--- src/rtl/alu_op_issue_if.sv ---
// Valid/ready bundle between instruction fetch, the ALU op issue buffer and execute.
// The slave modport is the issue buffer; the master modport is the side driving it.
interface alu_op_issue_if #(
  parameter int CNT_W = 16
);
  logic             in_valid;
  logic             in_ready;
  logic [31:0]      in_instr;
  logic             out_valid;
  logic             out_ready;
  logic [2:0]       alu_op;
  logic [5:0]       funct;
  logic [4:0]       out_rs;
  logic [4:0]       out_rt;
  logic [15:0]      out_imm;
  logic             out_illegal;
  logic             err_sticky;
  logic [CNT_W-1:0] issue_cnt;

  modport master (
    output in_valid, in_instr, out_ready,
    input  in_ready, out_valid, alu_op, funct, out_rs, out_rt, out_imm,
           out_illegal, err_sticky, issue_cnt
  );

  modport slave (
    input  in_valid, in_instr, out_ready,
    output in_ready, out_valid, alu_op, funct, out_rs, out_rt, out_imm,
           out_illegal, err_sticky, issue_cnt
  );
endinterface

--- src/rtl/alu_op_issue.sv ---
// Decodes KGPMini instructions into ALU op/funct and issues them to execute through
// a 2-entry FIFO; flags illegal opcodes and counts completed issues.
module alu_op_issue #(
  parameter int CNT_W = 16
) (
  input  logic          clk,
  input  logic          rst,
  input  logic          flush,
  alu_op_issue_if.slave bus
);

  typedef struct packed {
    logic [2:0]  alu_op;
    logic [5:0]  funct;
    logic [4:0]  rs;
    logic [4:0]  rt;
    logic [15:0] imm;
    logic        illegal;
  } entry_t;

  entry_t           mem_reg [2];
  entry_t           wr_entry;
  entry_t           head;
  logic             wr_ptr_reg;
  logic             rd_ptr_reg;
  logic [1:0]       count_reg;
  logic [1:0]       count_next;
  logic [CNT_W-1:0] issue_cnt_reg;
  logic             err_sticky_reg;
  logic             empty;
  logic             full;
  logic             wr_en;
  logic             rd_en;

  assign empty = (count_reg == 2'd0);
  assign full  = (count_reg == 2'd2);

  // flush discards any write and read presented in the same cycle
  assign wr_en = bus.in_valid & ~full & ~flush;
  assign rd_en = ~empty & bus.out_ready & ~flush;

  always_comb begin
    wr_entry         = '0;
    wr_entry.rs      = bus.in_instr[25:21];
    wr_entry.rt      = bus.in_instr[20:16];
    wr_entry.imm     = bus.in_instr[15:0];
    case (bus.in_instr[31:26])
      6'b000000: begin
        wr_entry.alu_op = 3'b111;
        wr_entry.funct  = bus.in_instr[5:0];
      end
      6'b000001: wr_entry.alu_op = 3'b001;
      6'b000010: wr_entry.alu_op = 3'b010;
      6'b000011: wr_entry.alu_op = 3'b001;
      6'b000100: wr_entry.alu_op = 3'b001;
      6'b000101: wr_entry.alu_op = 3'b100;
      6'b000110: wr_entry.alu_op = 3'b011;
      default:   wr_entry.illegal = 1'b1;
    endcase
  end

  // Storage needs no reset: nothing is visible unless occupancy says so.
  for (genvar gi = 0; gi < 2; gi++) begin : g_entry
    always_ff @(posedge clk) begin
      if (wr_en && (wr_ptr_reg == 1'(gi)))
        mem_reg[gi] <= wr_entry;
    end
  end

  always_comb begin
    count_next = count_reg;
    case ({wr_en, rd_en})
      2'b10:   count_next = count_reg + 2'd1;
      2'b01:   count_next = count_reg - 2'd1;
      default: count_next = count_reg;
    endcase
  end

  always_ff @(posedge clk or posedge rst) begin
    if (rst) begin
      wr_ptr_reg     <= 1'b0;
      rd_ptr_reg     <= 1'b0;
      count_reg      <= 2'd0;
      issue_cnt_reg  <= '0;
      err_sticky_reg <= 1'b0;
    end else if (flush) begin
      wr_ptr_reg     <= 1'b0;
      rd_ptr_reg     <= 1'b0;
      count_reg      <= 2'd0;
      err_sticky_reg <= 1'b0;
    end else begin
      count_reg <= count_next;
      if (wr_en)
        wr_ptr_reg <= ~wr_ptr_reg;
      if (rd_en) begin
        rd_ptr_reg    <= ~rd_ptr_reg;
        issue_cnt_reg <= issue_cnt_reg + 1'b1;
        if (head.illegal)
          err_sticky_reg <= 1'b1;
      end
    end
  end

  assign head = mem_reg[rd_ptr_reg];

  assign bus.in_ready    = ~full;
  assign bus.out_valid   = ~empty;
  assign bus.alu_op      = empty ? 3'd0  : head.alu_op;
  assign bus.funct       = empty ? 6'd0  : head.funct;
  assign bus.out_rs      = empty ? 5'd0  : head.rs;
  assign bus.out_rt      = empty ? 5'd0  : head.rt;
  assign bus.out_imm     = empty ? 16'd0 : head.imm;
  assign bus.out_illegal = empty ? 1'b0  : head.illegal;
  assign bus.err_sticky  = err_sticky_reg;
  assign bus.issue_cnt   = issue_cnt_reg;

endmodule

--- src/flat_wrapper.sv ---
// flat-port wrapper written by rule: the top's interface ports become plain ports
module alu_op_issue_flat 
#(
  parameter int CNT_W = 16
)
  (clk, rst, flush, bus_in_valid, bus_in_instr, bus_out_ready, bus_in_ready, bus_out_valid, bus_alu_op, bus_funct, bus_out_rs, bus_out_rt, bus_out_imm, bus_out_illegal, bus_err_sticky, bus_issue_cnt);
  alu_op_issue_if #(.CNT_W(CNT_W)) bus_i ();
  input  logic clk;
  input  logic rst;
  input  logic flush;
  input wire logic [$bits(bus_i.in_valid)-1:0] bus_in_valid;
  input wire logic [$bits(bus_i.in_instr)-1:0] bus_in_instr;
  input wire logic [$bits(bus_i.out_ready)-1:0] bus_out_ready;
  output wire logic [$bits(bus_i.in_ready)-1:0] bus_in_ready;
  output wire logic [$bits(bus_i.out_valid)-1:0] bus_out_valid;
  output wire logic [$bits(bus_i.alu_op)-1:0] bus_alu_op;
  output wire logic [$bits(bus_i.funct)-1:0] bus_funct;
  output wire logic [$bits(bus_i.out_rs)-1:0] bus_out_rs;
  output wire logic [$bits(bus_i.out_rt)-1:0] bus_out_rt;
  output wire logic [$bits(bus_i.out_imm)-1:0] bus_out_imm;
  output wire logic [$bits(bus_i.out_illegal)-1:0] bus_out_illegal;
  output wire logic [$bits(bus_i.err_sticky)-1:0] bus_err_sticky;
  output wire logic [$bits(bus_i.issue_cnt)-1:0] bus_issue_cnt;
  assign bus_i.in_valid = bus_in_valid;
  assign bus_i.in_instr = bus_in_instr;
  assign bus_i.out_ready = bus_out_ready;
  assign bus_in_ready = bus_i.in_ready;
  assign bus_out_valid = bus_i.out_valid;
  assign bus_alu_op = bus_i.alu_op;
  assign bus_funct = bus_i.funct;
  assign bus_out_rs = bus_i.out_rs;
  assign bus_out_rt = bus_i.out_rt;
  assign bus_out_imm = bus_i.out_imm;
  assign bus_out_illegal = bus_i.out_illegal;
  assign bus_err_sticky = bus_i.err_sticky;
  assign bus_issue_cnt = bus_i.issue_cnt;
  alu_op_issue #(.CNT_W(CNT_W)) u_core (.clk(clk), .rst(rst), .flush(flush), .bus(bus_i));
endmodule
--- config.mk ---
export PLATFORM = sky130hd
export DESIGN_NAME = alu_op_issue_flat
export DESIGN_NICKNAME = d
export VERILOG_FILES = /design/src/rtl/alu_op_issue_if.sv /design/src/rtl/alu_op_issue.sv /design/src/flat_wrapper.sv
export SDC_FILE = /design/constraint.sdc
export NUM_CORES = 1
export LEC_CHECK = 0
export BUFFER_PORTS_ARGS = -buffer_cell sky130_fd_sc_hd__buf_2
export CORE_MARGIN = 2
export CORE_UTILIZATION = 53
export CTS_CLUSTER_SIZE = 10
export DETAILED_ROUTE_END_ITERATION = 8
export PLACE_DENSITY = 0.85
export REMOVE_ABC_BUFFERS = 1
export SLEW_MARGIN = 20
export SYNTH_ARGS = -nofsm -noshare
export SYNTH_HDL_FRONTEND = slang
export SYNTH_SLANG_ARGS = --single-unit
--- constraint.sdc ---
create_clock -name clk -period 4.6 [get_ports clk]
set_input_delay 0 -clock clk [delete_from_list [all_inputs] [get_ports clk]]
set_output_delay 0 -clock clk [all_outputs]
set_load 0.02 [all_outputs]
==> impl_metrics.yaml, run 1 <==
critical_path:
  critPathArrivalTime_ns: 2.04
  cp_cell_sequence: "mux2i_1 > nor2_1 > buf_2"
  rr_endpoint: "u_core.mem_reg[1][10]"
  reg2reg_depth: 4
  crit_required_ns: 4.60
  end_kind: "output port"
  cp_slowest_stage_delay_ns: 1.10
  cp_max_fo: 37
  crit_slowest_cell: "dfrtp_2"
  rr_startpoint: "u_core.count_reg[0]"
  reg2reg_setup_slack_ns: 2.77
  start_kind: "register"
  path_class: "register to output port"
clock_network:
  cts_hold_buf: 28
  cts_tree: "built"
  clock_latency_ns: 0.36
  root_buffer: "clkbuf_8"
  htree_levels: 3
  clockBufferDepth: 2
  clkTransAtPathRegs_ns: 0.09
  post_cts_buffers: 0
  cts.sinks: 93
  cts_made_buffers: 9
  cts_resized: 0
route:
  vias: 2443
  wl_mm: 7.54
  remaining_drc_errors: 0
  wl_per_cell_um: 15.6
  vias_per_cell: 5.07
  dr.pass1.iters: 4
  initialDrtViolationCount: 148
  ant_nets: 0
sta:
  hold_slack_ns: 0.0276
  post-route-min-period_ns: 2.04
  slew_headroom_pct: 27.5
  finalHoldViolCount: 0
  tightest_slew_ns: 1.09
  finalSetupViolations: 0
  max_freq_mhz: 491
  finalSetupTns_ns: 0
  finalClockSkew_ns: 0.0149
  rsz0062_at_grt: "no"
  slew_viol_final: 0
  period_share_pct: 44.3
place:
  portBuffers: 91
  hpwlAfterDp_mm: 4.89
  place_congestion: 0.784
finish:
  nFillCells: 465
  n_antenna_cell: 0
  regArea_um2: 2690
  drive_above_1_share_pct: 31.9
  multi_input_area_um2: 1080
  largest_reg_flops: 72
  area_delta_synth_final_pct: 27.4
  final_nets: 419
pwr:
  comb_power_share_pct: 15.2
  p_sw_share_pct: 28.8
  power.density_nw_per_um2: 369
  power.share.clock_pct: 28.8
  p_seq_share_pct: 56.0
  intPower_w: 0.00128
  ir_drop_mv: 0.228
  p_leak_nw: 1.97
  p_switching_w: 0.000516
global_route:
  grt_pass1_wl_mm: 11.4
  grt_usage_pct: 19.6
  grt_max_degree: 38
  grt-ovfl-total: 0
  antenna_found_initial: 0
  grt_pass1_vias: 2426
floorplanning:
  io_pins: 92
  start_util_pct: 55.4
  row_count: 30
  die_area_um2: 7880
  die_x_um: 88.8
  die_y_um: 88.8
  coreArea_um2: 6870
yosys:
  ys_warn_count: 0
  synth_cell_types: 31
  synth_seq_area_share_pct: 70.6
  synth_seq_cells: 93
  synth.cell_area_um2: 3810
  synthCells: 256
  syn_area_per_cell_um2: 14.9
status:
  status: "complete, no violations"
min_path:
  hp-class: "primary input to register"
  min_from: "flush"
  whs_endpoint: "u_core.count_reg[1]"
  min_path_cells: 2
job:
  drv_cap: 0
power groups by stage:
stage          Clock (W)  Combinational (W)  Sequential [W]
2_1_floorplan          0           0.000137         0.00104
3_3_place_gp           0           0.000248         0.00102
3_5_place_dp           0           0.000255         0.00102
4_1_cts         0.000524           0.000275         0.00100
5_1_grt         0.000562           0.000295         0.00101
6_report        0.000516           0.000273         0.00100
area by class of cell:
| type | instances | area share, % |
|---|---|---|
| flip-flops and latches | 93 | 55.4 |
| multi-input cells | 153 | 22.4 |
| repair buffers | 122 | 15.6 |
| clock buffers | 9 | 2.55 |
| well taps | 96 | 2.48 |
| clock inverters | 7 | 1.42 |
| inverters | 2 | 0.155 |
routing by layer:
layer | share of wire [%] | global-route usage [%]
met1 | 41 | 25.0
met2 | 51 | 31.5
met3 | 4.8 | 3.64
met4 | 3.3 | 11.7
met5 | 0 | 0
cell usage in the layout (no fill, tap or decap), types with 2 or more instances in the layout:
cell type,count
buf_2,91
edfxtp_1,72
nor2_1,44
mux2i_1,37
dlygate4sd3_1,28
dfrtp_1,20
xnor2_1,11
clkbuf_8,9
nand2_1,7
xor2_1,7
nand3_1,6
and2_1,6
nand4_1,4
and3_1,3
nor3b_1,3
a21oi_1,3
buf_4,3
nor3_4,2
nor3_2,2
inv_1,2
nand2b_1,2
nor3_1,2
inv_6,2
clkinvlp_4,2
synthesized netlist by cell type:
cell type | instances | area share, %
edfxtp_1 | 72 | 57
or3_1 | 1 | 0.16
a211oi_1 | 1 | 0.20
nor2b_1 | 1 | 0.16
nand3b_1 | 1 | 0.20
nor3_1 | 3 | 0.39
inv_1 | 2 | 0.20
nor2_1 | 45 | 4.4
nand3_1 | 6 | 0.79
nand2b_1 | 2 | 0.33
dfrtp_1 | 21 | 14
nor3_2 | 1 | 0.26
xnor2_1 | 11 | 2.5
nand4_1 | 4 | 0.66
and3_1 | 3 | 0.49
mux2_2 | 1 | 0.30
or2_2 | 1 | 0.16
a31o_2 | 1 | 0.23
nor3b_1 | 4 | 0.79
buf_2 | 8 | 1.1
ha_1 | 1 | 0.33
nor3_4 | 2 | 0.85
o21ai_4 | 1 | 0.43
nor4_2 | 1 | 0.33
and2_1 | 6 | 0.99
a21oi_1 | 3 | 0.39
xor2_1 | 7 | 1.6
nand2_1 | 7 | 0.69
mux2i_1 | 37 | 9.7
nor4_4 | 1 | 0.56
a31oi_1 | 1 | 0.16
logic make-up (layout without fill, tap and decap cells):
logic type | Yosys count | after routing | share of synthesized area (%)
flops | 93 | 93 | 70.6
fa+ha+maj | 1 | 1 | 0.329
xor+xnor | 18 | 18 | 4.14
compound gates | 7 | 7 | 1.41
simple gates | 89 | 89 | 12.3
mux | 38 | 38 | 10.0
buf+inv | 10 | 140 | 1.25
worst max path at each step:
stage                   startpoint               endpoint  depth (start not counted)
6_report         u_core.rd_ptr_reg           bus_funct[0]                          3
5_1_grt        u_core.count_reg[0]           bus_funct[0]                          4
4_1_cts        u_core.count_reg[0]           bus_funct[0]                          4
3_5_place_dp   u_core.count_reg[0]  u_core.mem_reg[1][24]                          4
3_3_place_gp     u_core.rd_ptr_reg  u_core.bus.err_sticky                          4
2_1_floorplan  u_core.count_reg[0]   u_core.mem_reg[1][0]                          3
worst max-delay path: cells and delay by family (launching register included):
kind / cells / cell delay (ns)
AND/OR/NAND/NOR: 1 / 0.20
buffers and inverters: 1 / 0.20
flip-flops: 1 / 1.10
multiplexers: 1 / 0.19
metrics by stage:
| step | instance area, um2 | total power [W] | setup WS [ns] | cells | util [%] |
|---|---|---|---|---|---|
| CTS | 4850 | 0.00180 | 2.57 | 482 | 70.6 |
| global route | 4850 | 0.00187 | 2.45 | 482 | 70.6 |
| finish | 4850 | 0.00179 | 2.56 | 482 | 70.6 |
| detailed placement | 4380 | 0.00128 | 2.79 | 438 | 63.8 |
| global placement | 4380 | 0.00127 | 2.88 | 438 | 63.8 |
| floorplan | 3770 | 0.00117 | 0.548 | 248 | - |
No activity file was read; power rests on OpenSTA's default activity.
==> run 2, diff against run 1 <==
--- a/config.mk
+++ b/config.mk
@@ -7,10 +7,10 @@
 export LEC_CHECK = 0
 export BUFFER_PORTS_ARGS = -buffer_cell sky130_fd_sc_hd__buf_2
 export CORE_MARGIN = 2
-export CORE_UTILIZATION = 53
+export CORE_UTILIZATION = 48
 export CTS_CLUSTER_SIZE = 10
 export DETAILED_ROUTE_END_ITERATION = 8
-export PLACE_DENSITY = 0.85
+export PLACE_DENSITY = 0.82
 export REMOVE_ABC_BUFFERS = 1
 export SLEW_MARGIN = 20
 export SYNTH_ARGS = -nofsm -noshare
==> constraint.sdc (replaced) <==
create_clock -name clk -period 1.79 [get_ports clk]
set_input_delay 0 -clock clk [delete_from_list [all_inputs] [get_ports clk]]
set_output_delay 0 -clock clk [all_outputs]
set_load 0.02 [all_outputs]
==> run 2 against run 1 <==
Against the previous run: final cell count grew 2.1%; sequential power rose to 2.5 times the previous value; global-route usage fell by 1.8 points; die area up 9.9%; first-iteration DRC count shrank 26%; register-to-register slack got worse by 2.5 ns; critical path type unchanged; critical endpoint is now bus_out_rs[0].
==> impl_metrics.yaml, run 2 (synthesized netlist as in run 1, its figures left out) <==
clock_network:
  htree_levels: 3
  cts_tree: "built"
  clock_latency_ns: 0.35
  clockBufferDepth: 2
  cts.sinks: 93
  root_buffer: "clkbuf_8"
  clkTransAtPathRegs_ns: 0.08
  post_cts_buffers: 0
  cts_resized: 0
  cts_made_buffers: 9
route:
  initialDrtViolationCount: 110
  vias: 2451
  wl_per_cell_um: 14.8
  vias_per_cell: 4.98
  wl_mm: 7.30
  dr.pass1.iters: 4
  ant_nets: 0
  remaining_drc_errors: 0
sta:
  slew_viol_final: 0
  hold_slack_ns: 0.0228
  max_freq_mhz: 639
  finalClockSkew_ns: 0.00815
  tightest_slew_ns: 0.799
  finalSetupTns_ns: 0
  finalHoldViolCount: 0
  slew_headroom_pct: 46.7
  finalSetupViolations: 0
  period_share_pct: 87.4
  post-route-min-period_ns: 1.56
  rsz0062_at_grt: "no"
min_path:
  min_path_cells: 2
  hp-class: "primary input to register"
critical_path:
  path_class: "register to output port"
  cp_max_fo: 25
  reg2reg_depth: 4
  end_kind: "output port"
  cp_top_family: "flip-flops"
  crit_required_ns: 1.79
  crit_buf_inv: 2
  worstSetupPathDepth: 4
  start_kind: "register"
  cp_slowest_stage_delay_ns: 0.50
  critPathArrivalTime_ns: 1.56
  cp_cell_sequence: "buf_12 > mux2i_1 > nor2_1 > buf_2"
  crit_slowest_cell: "dfrtp_2"
finish:
  largest_reg_flops: 72
  final_nets: 423
  nFillCells: 595
  final_common_cell: "buf_2"
  area_delta_synth_final_pct: 28.7
  n_antenna_cell: 0
  final_area_um2: 4900
  drive_above_1_share_pct: 31.3
  layout_common_cells: "buf_2, edfxtp_1, nor2_1"
floorplanning:
  die_y_um: 93.1
  die_area_um2: 8660
  coreArea_um2: 7690
  die_x_um: 93.1
  row_count: 32
  io_pins: 92
  start_util_pct: 49.5
place:
  portBuffers: 91
  place_congestion: 0.855
  hpwlAfterDp_mm: 4.90
  placed_cell_area_um2: 4480
global_route:
  grt-ovfl-total: 0
  grt_max_degree: 38
  grt_usage_pct: 17.9
  grt_pass1_wl_mm: 11.8
  antenna_found_initial: 0
  grt_pass1_vias: 2463
pwr:
  p_leak_nw: 1.99
  ir_drop_mv: 0.567
  power.density_nw_per_um2: 905
job:
  drv_cap: 0
status:
  status: "complete, no violations"
[run 2: cell types whose count changed in the layout (fill, tap and decap cells not counted), sizes merged]
| cell | delta |
|---|---|
| buf | +5 |
| clkbuf | +4 |
| inv | -3 |
| clkinvlp | -2 |
| clkinv | +1 |
| dlygate4sd3 | -1 |
[run 2: metal layers]
metal | track usage [%] | vias up | wire, um
li1 | - | 1186 | -
met1 | 21.8 | 1191 | 3070
met2 | 30.8 | 65 | 3850
met3 | 3.46 | 9 | 274
met4 | 8.09 | 0 | 98
met5 | 0 | - | 0
[run 2: where the power goes]
group	internal [W]	switching (W)
clock	0.000496	0.000646
combinational	0.000310	0.000450
sequential	0.00245	0.0000812
[run 2: what timing repair did]
| item | CTS | global route |
|---|---|---|
| hold buffers | 27 | 0 |
| endpoints found under the hold margin | 83 | 0 |
| setup endpoints to repair | 0 | 0 |
[run 2: path summary, 6_finish.rpt]
path                            slack, ns                startpoint                       end
min in group asynchronous            0.34                       rst  u_core.bus.issue_cnt[14]
worst min-delay path                 0.02                     flush         u_core.rd_ptr_reg
max in group asynchronous            0.90                       rst         u_core.rd_ptr_reg
worst max register to register       0.28       u_core.count_reg[1]     u_core.mem_reg[1][34]
worst max-delay path                 0.23         u_core.rd_ptr_reg             bus_out_rs[0]
worst min register to register       0.49  u_core.bus.issue_cnt[15]  u_core.bus.issue_cnt[15]
[run 2: through the flow]
step           total power (W)  setup WS [ns]  cells  util, %
6_report               0.00444          0.226    492     63.8
5_1_grt                0.00464          0.122    492     63.8
3_5_place_dp           0.00331          0.288    449     58.3
3_3_place_gp           0.00328          0.350    449     58.3
2_1_floorplan          0.00301          -2.26    248        -
4_1_cts                0.00447          0.207    492     63.8
[run 2: cell type report]
cell class              count  area, um2  area share, %
clock buffers              13        139           2.83
flip-flops and latches     93       2690           54.9
clock inverters             3       12.5          0.255
repair buffers            126        836           17.1
multi-input cells         153       1090           22.2
inverters                   2       7.51          0.153
well taps                 102        128           2.60
==> run 3, diff against run 2 <==
--- a/config.mk
+++ b/config.mk
@@ -6,11 +6,13 @@
 export NUM_CORES = 1
 export LEC_CHECK = 0
 export BUFFER_PORTS_ARGS = -buffer_cell sky130_fd_sc_hd__buf_2
+export CELL_PAD_IN_SITES_DETAIL_PLACEMENT = 1
+export CELL_PAD_IN_SITES_GLOBAL_PLACEMENT = 1
 export CORE_MARGIN = 2
-export CORE_UTILIZATION = 48
+export CORE_UTILIZATION = 43
 export CTS_CLUSTER_SIZE = 10
 export DETAILED_ROUTE_END_ITERATION = 8
-export PLACE_DENSITY = 0.82
+export PLACE_DENSITY = 0.85
 export REMOVE_ABC_BUFFERS = 1
 export SLEW_MARGIN = 20
 export SYNTH_ARGS = -nofsm -noshare
==> constraint.sdc (replaced) <==
create_clock -name clk -period 1.6 [get_ports clk]
set_input_delay 0 -clock clk [delete_from_list [all_inputs] [get_ports clk]]
set_output_delay 0 -clock clk [all_outputs]
set_load 0.02 [all_outputs]
==> run 3 against run 2 <==
Against the previous run: final area rose by 2.4%; sequential share of layout area fell by 1.3 points; critical path depth unchanged; total power grew 16%; hold slack gained 0.0033 ns; via count increased by 5.1%; non-clock buffer count is 6 higher; register-to-register slack got worse by 0.18 ns; clock skew up 0.0014 ns; critical endpoint is now bus_out_imm[4]; largest power group unchanged; highest routed layer unchanged.
==> impl_metrics.yaml, run 3 (synthesized netlist as in run 1, its figures left out) <==
critical_path:
  crit_slowest_cell: "dfrtp_2"
  end_kind: "output port"
  critPathArrivalTime_ns: 1.54
  path_class: "register to output port"
  cp_slowest_stage_delay_ns: 0.45
  cp_max_fo: 28
  start_kind: "register"
  cp_cell_sequence: "buf_12 > mux2i_1 > nor2_1 > buf_2"
  crit_required_ns: 1.60
global_route:
  antenna_found_initial: 0
  grt_usage_pct: 18.7
  grt_pass1_wl_mm: 14.0
  grt-ovfl-total: 0
  grt_pass1_vias: 2797
  grt_max_degree: 38
finish:
  final_nets: 429
  layout_common_cells: "buf_2, edfxtp_1, nor2_1"
  nFillCells: 880
  largest_reg_flops: 72
  fin_util_pct: 58.1
  final_area_um2: 5020
  area_delta_synth_final_pct: 31.8
  fin_cells: 504
  n_antenna_cell: 0
  drive_above_1_share_pct: 34.1
  final_common_cell: "buf_2"
place:
  place_congestion: 0.842
  placedCellCount: 456
  placed_cell_area_um2: 4480
  hpwlAfterDp_mm: 5.41
  portBuffers: 91
sta:
  tightest_slew_ns: 0.604
  post-route-min-period_ns: 1.54
  finalSetupViolations: 0
  finalClockSkew_ns: 0.00958
  period_share_pct: 96.2
  slew_headroom_pct: 59.7
  finalHoldViolCount: 0
  max_freq_mhz: 650
  slew_viol_final: 0
min_path:
  hp-class: "primary input to register"
pwr:
  power.density_nw_per_um2: 1030
  p_leak_nw: 2.05
  ir_drop_mv: 0.472
clock_network:
  cts_tree: "built"
  cts.sinks: 93
  cts_made_buffers: 9
  clock_latency_ns: 0.35
  clkTransAtPathRegs_ns: 0.09
  root_buffer: "clkbuf_8"
  clockBufferDepth: 2
  htree_levels: 3
floorplanning:
  die_y_um: 98.1
  coreArea_um2: 8640
  die_x_um: 98.1
  start_util_pct: 44.1
  io_pins: 92
  row_count: 34
  die_area_um2: 9620
route:
  vias: 2577
  ant_nets: 0
  wl_mm: 9.10
  dr.pass1.iters: 5
  vias_per_cell: 5.11
  wl_per_cell_um: 18.0
  remaining_drc_errors: 0
  initialDrtViolationCount: 110
status:
  status: "complete, no violations"
job:
  drv_cap: 0
-- run 3: path summary, 6_finish.rpt --
check | from | to | slack, ns | cells past startpoint
worst max-delay path | u_core.rd_ptr_reg | bus_out_imm[4] | 0.06 | 4
worst min-delay path | bus_in_instr[27] | u_core.mem_reg[1][35] | 0.03 | 2
worst max register to register | u_core.count_reg[0] | u_core.mem_reg[1][34] | 0.10 | 4
worst min register to register | u_core.bus.issue_cnt[15] | u_core.bus.issue_cnt[15] | 0.48 | 1
max in group asynchronous | rst | u_core.bus.issue_cnt[8] | 0.79 | 4
min in group asynchronous | rst | u_core.bus.issue_cnt[6] | 0.26 | 3
-- run 3: timing repair --
action	in CTS	in global routing
endpoints found under the hold margin	74	0
setup buffers	3	0
gates resized for setup	0	6
hold buffers	27	0
cloned	0	2
pin swaps	0	1
endpoints found under the setup margin	28	58
-- run 3: area by class of cell --
type | instances | area (um2) | share of cell area (%)
Sequential cell | 93 | 2690 | 53.6
Multi-Input combinational cell | 153 | 1100 | 21.9
Timing Repair Buffer | 132 | 913 | 18.2
Tap cell | 108 | 135 | 2.69
Clock buffer | 9 | 124 | 2.47
Clock inverter | 7 | 50.0 | 0.997
Inverter | 2 | 7.51 | 0.150
-- run 3: power breakdown --
| group | internal [W] | switching (W) | total (W) |
|---|---|---|---|
| registers | 0.00274 | 0.0000962 | 0.00284 |
| logic | 0.000372 | 0.000534 | 0.000906 |
| clock network | 0.000573 | 0.000833 | 0.00141 |
-- run 3: worst max-delay path: cells and delay by family, from the launching register on --
kind / cells / cell delay (ns)
simple gates: 1 / 0.18
mux: 1 / 0.15
flops: 1 / 0.45
buf+inv: 2 / 0.39
-- run 3: through the flow --
| step | power (W) | setup slack (ns) | setup TNS, ns | hold slack (ns) |
|---|---|---|---|---|
| final | 0.00515 | 0.0607 | 0 | 0.0261 |
| after global routing | 0.00534 | -0.00369 | -0.00369 | 0.0430 |
| after CTS | 0.00516 | 0.0504 | 0 | 0.0113 |
| after detailed placement | 0.00370 | 0.104 | 0 | 0.0904 |
| after global placement | 0.00367 | 0.181 | 0 | 0.0858 |
| after floorplan | 0.00337 | -2.45 | -181.94 | -0.0235 |
-- run 3: routing by layer --
layer	GRT usage, %	part of all wire [%]
met5	0	0
met1	21.1	40
met2	35.4	55
met3	2.15	3.4
met4	8.44	1.9
